--- src/rtl/mem_arb_ctrl.sv ---
// Single-outstanding arbiter from imem/dmem requesters onto one single-port memory.
// Optional build macro MEM_ARB_RR_EN: alternate the grant when both sides contend.
module mem_arb_ctrl #(
  parameter int ADDR_W      = 32,
  parameter int DATA_W      = 32,
  parameter int TIMEOUT_CYC = 64
) (
  input  logic              clk,
  input  logic              rst,
  input  logic              ireq_val,
  output logic              ireq_rdy,
  input  logic [ADDR_W-1:0] ireq_addr,
  output logic              iresp_val,
  output logic [DATA_W-1:0] iresp_data,
  input  logic              dreq_val,
  output logic              dreq_rdy,
  input  logic              dreq_type,
  input  logic [ADDR_W-1:0] dreq_addr,
  input  logic [DATA_W-1:0] dreq_wdata,
  output logic              dresp_val,
  output logic [DATA_W-1:0] dresp_rdata,
  output logic              memreq_val,
  output logic              memreq_type,
  output logic [ADDR_W-1:0] memreq_addr,
  output logic [DATA_W-1:0] memreq_wdata,
  input  logic              memresp_val,
  input  logic [DATA_W-1:0] memresp_rdata,
  output logic              err,
  output logic              dbg_state
);

  localparam int CNT_W = $clog2(TIMEOUT_CYC + 1);
  localparam logic [CNT_W-1:0] TIMEOUT_VAL = CNT_W'(TIMEOUT_CYC);

  typedef enum logic {IDLE = 1'b0, WAIT = 1'b1} state_t;

  state_t           state, state_nxt;
  logic             owner_d, owner_wr;
  logic [CNT_W-1:0] cnt;
  logic [CNT_W-1:0] cnt_inc;
  logic             prio_d;
  logic             grant_d, grant_i, accept, done, timeout;

`ifdef MEM_ARB_RR_EN
  logic last_d;
  assign prio_d = ~last_d;

  always_ff @(posedge clk or negedge rst) begin
    if (!rst)        last_d <= 1'b0;
    else if (accept) last_d <= grant_d;
  end
`else
  assign prio_d = 1'b1;
`endif

  assign cnt_inc = cnt + 1'b1;

  // Grants are gated by rst so nothing is accepted while reset is held.
  always_comb begin
    state_nxt = state;
    grant_d   = 1'b0;
    grant_i   = 1'b0;
    done      = 1'b0;
    timeout   = 1'b0;
    case (state)
      IDLE: begin
        if (rst) begin
          grant_d = dreq_val & (~ireq_val | prio_d);
          grant_i = ireq_val & ~grant_d;
          if (grant_d | grant_i) state_nxt = WAIT;
        end
      end
      WAIT: begin
        done    = memresp_val;
        timeout = ~memresp_val & (cnt_inc == TIMEOUT_VAL);
        if (done | timeout) state_nxt = IDLE;
      end
      default: state_nxt = IDLE;
    endcase
  end

  assign accept       = grant_d | grant_i;
  assign ireq_rdy     = grant_i;
  assign dreq_rdy     = grant_d;
  assign memreq_val   = accept;
  assign memreq_type  = grant_d & dreq_type;
  assign memreq_addr  = grant_d ? dreq_addr : (grant_i ? ireq_addr : '0);
  assign memreq_wdata = grant_d ? dreq_wdata : '0;
  assign dbg_state    = (state == WAIT);

  always_ff @(posedge clk or negedge rst) begin
    if (!rst) begin
      state    <= IDLE;
      owner_d  <= 1'b0;
      owner_wr <= 1'b0;
      cnt      <= '0;
    end else begin
      state <= state_nxt;
      if (accept) begin
        owner_d  <= grant_d;
        owner_wr <= grant_d & dreq_type;
        cnt      <= '0;
      end else if (state == WAIT) begin
        cnt <= cnt_inc;
      end
    end
  end

  // Responses are one-cycle pulses; data registers hold between pulses.
  always_ff @(posedge clk or negedge rst) begin
    if (!rst) begin
      iresp_val   <= 1'b0;
      iresp_data  <= '0;
      dresp_val   <= 1'b0;
      dresp_rdata <= '0;
      err         <= 1'b0;
    end else begin
      iresp_val <= 1'b0;
      dresp_val <= 1'b0;
      if (done | timeout) begin
        if (owner_d) begin
          dresp_val   <= 1'b1;
          dresp_rdata <= (done & ~owner_wr) ? memresp_rdata : '0;
        end else begin
          iresp_val  <= 1'b1;
          iresp_data <= done ? memresp_rdata : '0;
        end
      end
      if (timeout) err <= 1'b1;
    end
  end

endmodule

--- config.mk ---
export PLATFORM = sky130hd
export DESIGN_NAME = mem_arb_ctrl
export DESIGN_NICKNAME = d
export VERILOG_FILES = /design/src/rtl/mem_arb_ctrl.sv
export SDC_FILE = /design/constraint.sdc
export NUM_CORES = 1
export LEC_CHECK = 0
export BUFFER_PORTS_ARGS = -buffer_cell sky130_fd_sc_hd__buf_4
export CORE_AREA = 5 5 100 102
export CTS_BUF_LIST = sky130_fd_sc_hd__clkbuf_8 sky130_fd_sc_hd__clkbuf_16
export DETAILED_ROUTE_END_ITERATION = 6
export DIE_AREA = 0 0 105 107
export HOLD_SLACK_MARGIN = 0.03
export MAX_ROUTING_LAYER = met4
export PLACE_DENSITY = 0.91
export SLEW_MARGIN = 20
export SYNTH_ARGS = -nofsm -noshare
export SYNTH_HDL_FRONTEND = slang
export SYNTH_SLANG_ARGS = --single-unit
--- constraint.sdc ---
create_clock -name clk -period 3 [get_ports clk]
set_input_delay 0.6 -clock clk [delete_from_list [all_inputs] [get_ports clk]]
set_output_delay 0.6 -clock clk [all_outputs]
set_load 0.02 [all_outputs]
==> metrics, run 1 <==
RSZ-0062 raised after global routing no; DP Cell Count 662; initial antenna violation count 0; sequential cell area fraction in the yosys report 0.539; Slew Viols, Final 0; Max H-tree Level 3; period utilisation layout 0.869; area growth from synthesis to layout 63.1%; Arr. time, crit path 2.88 ns; Setup CP Type flip-flop to flip-flop; pin count of the biggest net entering global routing slightly below 80; CTS sink count 77; first-pass GRT wire length 22.3 mm; # nets final 698; final hold vios 0; num rows 35; CTS root buf clkbuf_8; most frequent cells in the layout 277 x buf_4, 96 x a22o_1, 77 x dfrtp_1, 34 x and3_1, 19 x nand2_1; critical path required time 3.28 ns; DIE HEIGHT 107 um; CTS Hold Bufs 0; dpl hpwl 11.8 mm; CP max FO 19; CP peak stage delay 0.74 ns; vias between 3000 and 4000; Peak Freq 0.384 GHz; P_leak roughly 3.1 nW; DRC Markers 0; Max-Cap Viols 0; CTS tree done; clk slew on worst S/H paths around 0.090 ns; Tmin final about 2.6 ns; initial DRC count 233; GRT Total Usage 0.261; vias in the first global route 3951; Critical Path End Type flip-flop; Die ar. around 11000 um2; diode count 0; antenna viol nets, final 0; Post-Syn Area per Cell 11.7 um2; Ys Warns 0; Sw Ratio 0.396; Max clock buf depth 2; Ports 270; worst path buffer plus inverter count 1; wirelength, routed around 15 mm; register share of total power 0.375; largest cells by area after synthesis dfrtp_1 54%, a22o_1 24%, and3_1 6.0%; clk_lat worst skew 0.35 ns; fin cells approximately 680; final setup violation count 0; switching pwr 1.94 mW; GP Congestion 0.869; share of layout cells above drive strength 1 0.529; Slew @ Worst Pin 0.949 ns; TNS Setup 0 ns; Int Power roughly 3.0 mW; drt pass-1 iters 4; CP Launch Type flip-flop; clock power share 0.148; synthesis-stage register bit count 77; skew final 0.0143 ns; post-synth net total 441; critical path's slowest cell o21ai_2; Max IR drop VDD 0.000345 V; port bufs 269; Yosys top cell area share 0.539; Fillers 705; Worst Hold Class primary input to flip-flop; CP cell instances ha_1 -> nor3_1 -> a2bb2oi_1 -> a21oi_4 -> o21ai_2 -> buf_4 -> a22o_1; total grt overflow 0; post-CTS sizing 0; PwrDens 839 nW/um2; Synth cell types 34; vias per cell 5.53; commonest non-fill, non-tap cell in the layout buf_4; Slew headroom 0.367; core footprint 9020 um2; post-synthesis cell area 3570 um2; Die X 105 um; Mapped Cells between 300 and 400; crit-path leading delay family compound AO/OA/AOI/OAI gates; CTS Buf Count 9; outcome finished clean; Comb pwr share 0.476; Setup Buffers After CTS 0; initial cell density of the core 0.396; Routed WL per cell between 20 and 25 um; top cell type by total area after synthesis dfrtp_1
## worst paths after layout
check	from	end	slack, ns	cells past startpoint
setup / recovery	cnt[0]$_DFFE_PN0P_	iresp_data[7]$_DFFE_PN0P_	0.39	7
hold / removal	memresp_rdata[16]	iresp_data[16]$_DFFE_PN0P_	0.47	2
setup reg to reg	cnt[0]$_DFFE_PN0P_	iresp_data[7]$_DFFE_PN0P_	0.39	7
hold reg to reg	err$_DFFE_PN0P_	err$_DFFE_PN0P_	0.48	1
max in group asynchronous	rst	iresp_data[25]$_DFFE_PN0P_	1.88	2
min in group asynchronous	rst	iresp_data[3]$_DFFE_PN0P_	0.51	2
## per-stage QoR
| stage | setup WS [ns] | hold slack [ns] | power [mW] | utilization | area, um2 |
|---|---|---|---|---|---|
| final | 0.393 | 0.469 | 4.89 | 0.646 | 5830 |
| after global routing | 0.194 | 0.450 | 5.14 | 0.646 | 5830 |
| after CTS | 0.397 | 0.455 | 4.93 | 0.646 | 5830 |
| after detailed placement | 0.440 | 0.460 | 4.20 | 0.626 | 5650 |
| after global placement | 0.600 | 0.468 | 4.11 | 0.626 | 5650 |
| after floorplan | 0.546 | 0.304 | 3.01 | - | 3570 |
## worst reg2reg max path: stages (launching register included)
cell and delay, ns:
dfrtp_1 0.45, ha_1 0.30, nor3_1 0.12, a2bb2oi_1 0.28, a21oi_4 0.13, o21ai_2 0.74, buf_4 0.36, a22o_1 0.18
## power groups by stage
stage          registers, mW  clock network [mW]  logic, mW
2_1_floorplan           2.34                   0      0.674
6_report                1.84               0.726       2.33
3_3_place_gp            1.82                   0       2.29
4_1_cts                 1.84               0.740       2.36
3_5_place_dp            1.85                   0       2.35
5_1_grt                 1.90               0.784       2.47
## cells in the mapped netlist
master / instances
a21o_1: 3
a21oi_1: 3
a21oi_4: 1
a22o_1: 96
a2bb2oi_1: 1
a41o_1: 1
a41oi_1: 1
and2_1: 1
and3_1: 34
and3_4: 1
and3b_1: 1
and4bb_1: 1
buf_2: 12
buf_6: 3
clkbuf_1: 16
dfrtp_1: 77
ha_1: 2
inv_1: 5
mux2i_1: 2
nand2_1: 19
nand2b_1: 1
nand3_1: 2
nand4_1: 1
nor2_1: 2
nor2b_1: 1
nor3_1: 2
o2111ai_4: 1
o21ai_0: 4
o21ai_1: 1
o21ai_2: 1
o31ai_1: 1
o32a_1: 1
xnor2_1: 4
xor2_1: 3
## cell families after synthesis
group,share of synthesized area
xor+xnor,0.0172
simple gates,0.103
mux,0.00560
flops,0.539
compound gates,0.280
buf+inv,0.0483
fa+ha+maj,0.00700
## per-layer routing
layer  share of wire  global-route usage  vias up
met5               0                   -        -
met4           0.034               0.112        0
met3           0.084              0.0662       35
met2            0.52               0.438      208
met1            0.36               0.297     1823
li1                -                   -     1684
## flip-flops by register name (all words and copies together), names as in the netlist
register	count
dresp_rdata	32
iresp_data	32
cnt	7
dbg_state	1
dresp_val	1
err	1
iresp_val	1
owner_d	1
owner_wr	1
## cell type report
type	count	area [um2]	share of cell area
clock buffers	9	124	0.0212
clock inverters	7	58.8	0.0101
inverters	5	18.8	0.00322
multi-input cells	192	1490	0.255
flip-flops and latches	77	1930	0.330
well taps	111	139	0.0238
repair buffers	277	2080	0.357
(Power assumes the default switching activity.)
==> inputs of run 2 (changes only) <==
--- a/config.mk
+++ b/config.mk
@@ -5,7 +5,7 @@
 export SDC_FILE = /design/constraint.sdc
 export NUM_CORES = 1
 export LEC_CHECK = 0
-export BUFFER_PORTS_ARGS = -buffer_cell sky130_fd_sc_hd__buf_4
+export BUFFER_PORTS_ARGS = -buffer_cell sky130_fd_sc_hd__buf_2
 export CORE_AREA = 5 5 100 102
 export CTS_BUF_LIST = sky130_fd_sc_hd__clkbuf_8 sky130_fd_sc_hd__clkbuf_16
 export DETAILED_ROUTE_END_ITERATION = 6
==> metrics, run 2 (same netlist as run 1, synthesis figures left out) <==
CTS Hold Bufs 0; outcome finished clean; final setup violation count 0; Peak Freq slightly below 0.4 GHz; antenna viol nets, final 0; CTS Buf Count 9; Die ar. between 10000 and 15000 um2; total grt overflow 0; vias in the first global route 3754; Max IR drop VDD 0.000348 V; CP cell instances ha_1 -> nor3_1 -> a2bb2oi_1 -> a21oi_4 -> o21ai_2 -> buf_4 -> a22o_1; port bufs 269; skew final 0.0132 ns; RSZ-0062 raised after global routing no; # nets final 699; Ports 270; dpl ws 0.471 ns; DIE HEIGHT between 100 and 150 um; P_leak 2.97 nW; critical path's slowest cell o21ai_2; period utilisation layout 0.844; Tmin final approximately 2.5 ns; Setup CP Type flip-flop to flip-flop; Max clock buf depth 2; CTS tree done; Routed WL per cell 20.4 um; vias per cell 5.42; fin cells 685; Die X 105 um; commonest non-fill, non-tap cell in the layout buf_2; core footprint 9020 um2; TNS Setup 0 ns; GRT Total Usage 0.240; DP Cell Count roughly 660; top flop regs dresp_rdata: 32 flops, iresp_data: 32 flops, cnt: 7 flops; CP Launch Type flip-flop; GP Congestion 0.896; CP max FO 19; pin count of the biggest net entering global routing 78; final hold vios 0; Slew Viols, Final 0; Max H-tree Level 3; initial antenna violation count 6; setup ws final 0.468 ns; dpl hpwl 11.3 mm; Worst Hold Class flip-flop to flip-flop; CTS root buf clkbuf_8; share of layout cells above drive strength 1 0.530; Arr. time, crit path 2.80 ns; most frequent cells in the layout 268 x buf_2, 96 x a22o_1, 77 x dfrtp_1, 34 x and3_1, 19 x nand2_1; Max-Cap Viols 0; critical path required time 3.27 ns; CP peak stage delay about 0.70 ns; total power about 4.5 mW; num rows 35; crit-path leading delay family compound AO/OA/AOI/OAI gates; DRC Markers 0; Slew @ Worst Pin just over 0.9 ns; CTS sink count 77; first-pass GRT wire length 20.5 mm; Critical Path End Type flip-flop; vias roughly 3700; wirelength, routed about 14 mm; Setup Buffers After CTS 0; Slew headroom 0.378; initial cell density of the core 0.396; post-CTS sizing 0; worst path buffer plus inverter count 1; initial DRC count 261; area growth from synthesis to layout 45.0%; drt pass-1 iters 4; PwrDens 873 nW/um2; clk_lat worst skew 0.34 ns; clk slew on worst S/H paths about 0.080 ns
-- run 2: cell count changes in the layout (fill, tap and decap cells not counted) --
cell	previous run	this run
inv_6	1	2
clkinv_4	3	1
buf_2	0	268
diode_2	0	6
clkinvlp_4	1	2
buf_4	277	10
-- run 2: through the flow --
stage	hold WS, ns	area [um2]	utilization
floorplan	0.304	3570	-
global placement	0.462	4990	0.553
detailed placement	0.462	4990	0.553
CTS	0.468	5170	0.573
global route	0.469	5180	0.574
finish	0.481	5180	0.574
-- run 2: worst paths after layout --
| check | start | to | slack [ns] | cells after the start |
|---|---|---|---|---|
| worst max register to register | cnt[0]$_DFFE_PN0P_ | iresp_data[8]$_DFFE_PN0P_ | 0.47 | 7 |
| min in group asynchronous | rst | cnt[5]$_DFFE_PN0P_ | 0.50 | 2 |
| worst max-delay path | cnt[0]$_DFFE_PN0P_ | iresp_data[8]$_DFFE_PN0P_ | 0.47 | 7 |
| max in group asynchronous | rst | dresp_rdata[30]$_DFFE_PN0P_ | 1.92 | 2 |
| worst min-delay path | err$_DFFE_PN0P_ | err$_DFFE_PN0P_ | 0.48 | 1 |
| worst min register to register | err$_DFFE_PN0P_ | err$_DFFE_PN0P_ | 0.48 | 1 |
-- run 2: worst register-to-register path, stage by stage (launching register included) --
cell and delay [ns]:
dfrtp_1 0.43, ha_1 0.29, nor3_1 0.11, a2bb2oi_1 0.29
a21oi_4 0.12, o21ai_2 0.70, buf_4 0.35, a22o_1 0.18
-- run 2: power by group --
group	internal (mW)	switching [mW]
Combinational	0.818	1.17
Clock	0.312	0.407
Sequential	1.51	0.317
Total	2.64	1.89
-- run 2: area by class of cell --
type	count	area, um2
flip-flops and latches	77	1930
diodes	6	15.0
repair buffers	278	1420
well taps	111	139
clock buffers	9	124
multi-input cells	192	1490
fillers	785	3840
clock inverters	7	57.6
inverters	5	18.8
-- run 2: routing by layer --
layer | global-route usage | vias to the layer above | wire [um]
li1 | - | 1690 | -
met1 | 0.262 | 1792 | 5300
met2 | 0.404 | 205 | 7120
met3 | 0.0704 | 28 | 1050
met4 | 0.113 | 0 | 488
met5 | - | - | 0
==> inputs of run 3 (changes only) <==
--- a/config.mk
+++ b/config.mk
@@ -5,11 +5,13 @@
 export SDC_FILE = /design/constraint.sdc
 export NUM_CORES = 1
 export LEC_CHECK = 0
+export ABC_AREA = 1
 export BUFFER_PORTS_ARGS = -buffer_cell sky130_fd_sc_hd__buf_2
-export CORE_AREA = 5 5 100 102
+export CORE_ASPECT_RATIO = 1.5
+export CORE_MARGIN = 5
+export CORE_UTILIZATION = 41
 export CTS_BUF_LIST = sky130_fd_sc_hd__clkbuf_8 sky130_fd_sc_hd__clkbuf_16
 export DETAILED_ROUTE_END_ITERATION = 6
-export DIE_AREA = 0 0 105 107
 export HOLD_SLACK_MARGIN = 0.03
 export MAX_ROUTING_LAYER = met4
 export PLACE_DENSITY = 0.91
==> constraint.sdc (replaced) <==
create_clock -name clk -period 2.5 [get_ports clk]
set_input_delay 0.5 -clock clk [delete_from_list [all_inputs] [get_ports clk]]
set_output_delay 0.5 -clock clk [all_outputs]
set_load 0.02 [all_outputs]
==> metrics, run 3 <==
DRC Markers 0; cell count of the worst reg-to-reg path 9; post-CTS sizing 0; diode count 0; Worst Hold Class primary input to flip-flop; ys async rst share 1.00; dpl ws 0.333 ns; Max clock buf depth 2; Tmin final 2.45 ns; Peak Freq 0.408 GHz; post-synthesis cell area around 3800 um2; core footprint 9150 um2; DIE HEIGHT 128 um; Yosys top cell area share 0.506; Slew @ Worst Pin about 1 ns; # nets final 881; largest cells by area after synthesis dfrtp_1 51%, nand2_1 19%, a22o_1 6.2%; area growth from synthesis to layout 43.7%; pin count of the biggest net entering global routing approximately 80; Max H-tree Level 3; total grt overflow 0; CTS sink count 77; post-synth net total 621; final setup violation count 0; Slew Viols, Final 0; Critical Path End Type output port; Setup crit start dbg_state$_DFF_PN0_; top-count cell post-synth nand2_1; initial cell density of the core 0.416; Setup Buffers After CTS 0; Cells on Worst Hold Path 3; setup ws final 0.0480 ns; Slew headroom 0.352; Routed WL per cell 20.0 um; critical path required time roughly 2 ns; Synth top cells by count 197 x nand2_1, 77 x dfrtp_1, 53 x inv_1; dpl hpwl around 14 mm; outcome finished clean; first-pass GRT wire length ~24 mm; Setup CP Type flip-flop to output port; Synth cell types 24; Die X 88.7 um; total power 5.60 mW; Mapped Cells 485; worst reg2reg startpoint cnt[0]$_DFFE_PN0P_; Reg2Reg Setup Slack 0.48 ns; most frequent cells in the layout 268 x buf_2, 197 x nand2_1, 77 x dfrtp_1, 53 x inv_1, 41 x nor2_1; GP Congestion 0.987; final hold vios 0; Ports between 200 and 300; GRT Total Usage 0.308; vias 4609; initial antenna violation count 0; CP peak stage delay roughly 0.49 ns; RSZ-0062 raised after global routing yes; clk_lat worst skew 0.34 ns; critical path's slowest cell dfrtp_1; Primary FF master, synth dfrtp_1; clk slew on worst S/H paths 0.06 ns; vias per cell 5.36; top flop regs dresp_rdata: 32 flops, iresp_data: 32 flops, cnt: 7 flops; CP cell instances nor2_1 -> inv_1 -> nor2_2 -> buf_4 -> a22o_1 -> buf_2; vias in the first global route 4327; PwrDens 1020 nW/um2; worst hold margin 0.372 ns; share of layout cells above drive strength 1 0.401; antenna viol nets, final 0; CTS root buf clkbuf_16; Arr. time, crit path 1.95 ns; Die ar. 11300 um2; sequential cell area fraction in the yosys report 0.506; synthesis-stage register bit count 77; port bufs 269; HP Start memresp_rdata[18]; drt pass-1 iters 5; Max IR drop VDD around 0.00073 V; Post-synth EDFFs 0; num rows 43; Post-Syn Area per Cell 7.85 um2; CTS Hold Bufs 0; commonest non-fill, non-tap cell in the layout buf_2; P_leak approximately 3.5 nW; wirelength, routed roughly 17 mm; Max-Cap Viols 0; CP max FO 27; CTS tree done; top cell type by total area after synthesis dfrtp_1; initial DRC count roughly 470; skew final 0.00738 ns; CP Launch Type flip-flop; CTS Buf Count 9; period utilisation layout 0.981; Ys Warns 0
==> run 3: path summary, 6_finish.rpt <==
path,to
min,iresp_data[18]$_DFFE_PN0P_
max,memreq_addr[22]
min in group asynchronous,iresp_val$_DFF_PN0_
max in group asynchronous,dresp_rdata[6]$_DFFE_PN0P_
min reg2reg,iresp_data[30]$_DFFE_PN0P_
max reg2reg,dresp_rdata[25]$_DFFE_PN0P_
==> run 3: cells by family after synthesis <==
group / after synthesis / share of synthesized area
simple gates: 283 / 0.310
buf+inv: 84 / 0.0963
flops: 77 / 0.506
compound gates: 38 / 0.0779
fa+ha+maj: 2 / 0.00658
xor+xnor: 1 / 0.00230
==> run 3: layout make-up <==
class | count | area, um2
inverters | 55 | 206
well taps | 112 | 140
clock buffers | 10 | 239
multi-input cells | 324 | 1510
flip-flops and latches | 77 | 1930
fillers | 805 | 3680
clock inverters | 4 | 26.3
repair buffers | 278 | 1420
==> run 3: per-stage QoR <==
| step | util | std cells | setup TNS (ns) | cell area [um2] |
|---|---|---|---|---|
| final | 0.598 | 860 | 0 | 5470 |
| after global placement | 0.569 | 846 | 0 | 5200 |
| after global routing | 0.598 | 860 | -0.583 | 5470 |
| after floorplan | - | 485 | 0 | 3800 |
| after detailed placement | 0.569 | 846 | 0 | 5200 |
| after CTS | 0.598 | 860 | 0 | 5470 |
==> run 3: power by group <==
| group | leakage, nW | switching, mW | internal, mW | total [mW] |
|---|---|---|---|---|
| combinational | 2.39 | 1.60 | 0.734 | 2.34 |
| clock | 0.130 | 0.491 | 0.685 | 1.18 |
| sequential | 0.976 | 0.326 | 1.76 | 2.09 |
==> run 3: routing by layer <==
metal | up-vias | track usage | share of wire
li1 | 2051 | - | -
met1 | 2139 | 0.447 | 0.42
met2 | 380 | 0.436 | 0.43
met3 | 39 | 0.0695 | 0.13
met4 | 0 | 0.0792 | 0.023
met5 | - | - | 0
==> run 3: worst max-delay path: cells and delay by family (launching register included) <==
kind                   cells  cell delay, ns
DFF                        1            0.49
and+or+nand+nor            2            0.33
buffers and inverters      3            0.56
AOI/OAI and AO/OA          1            0.21
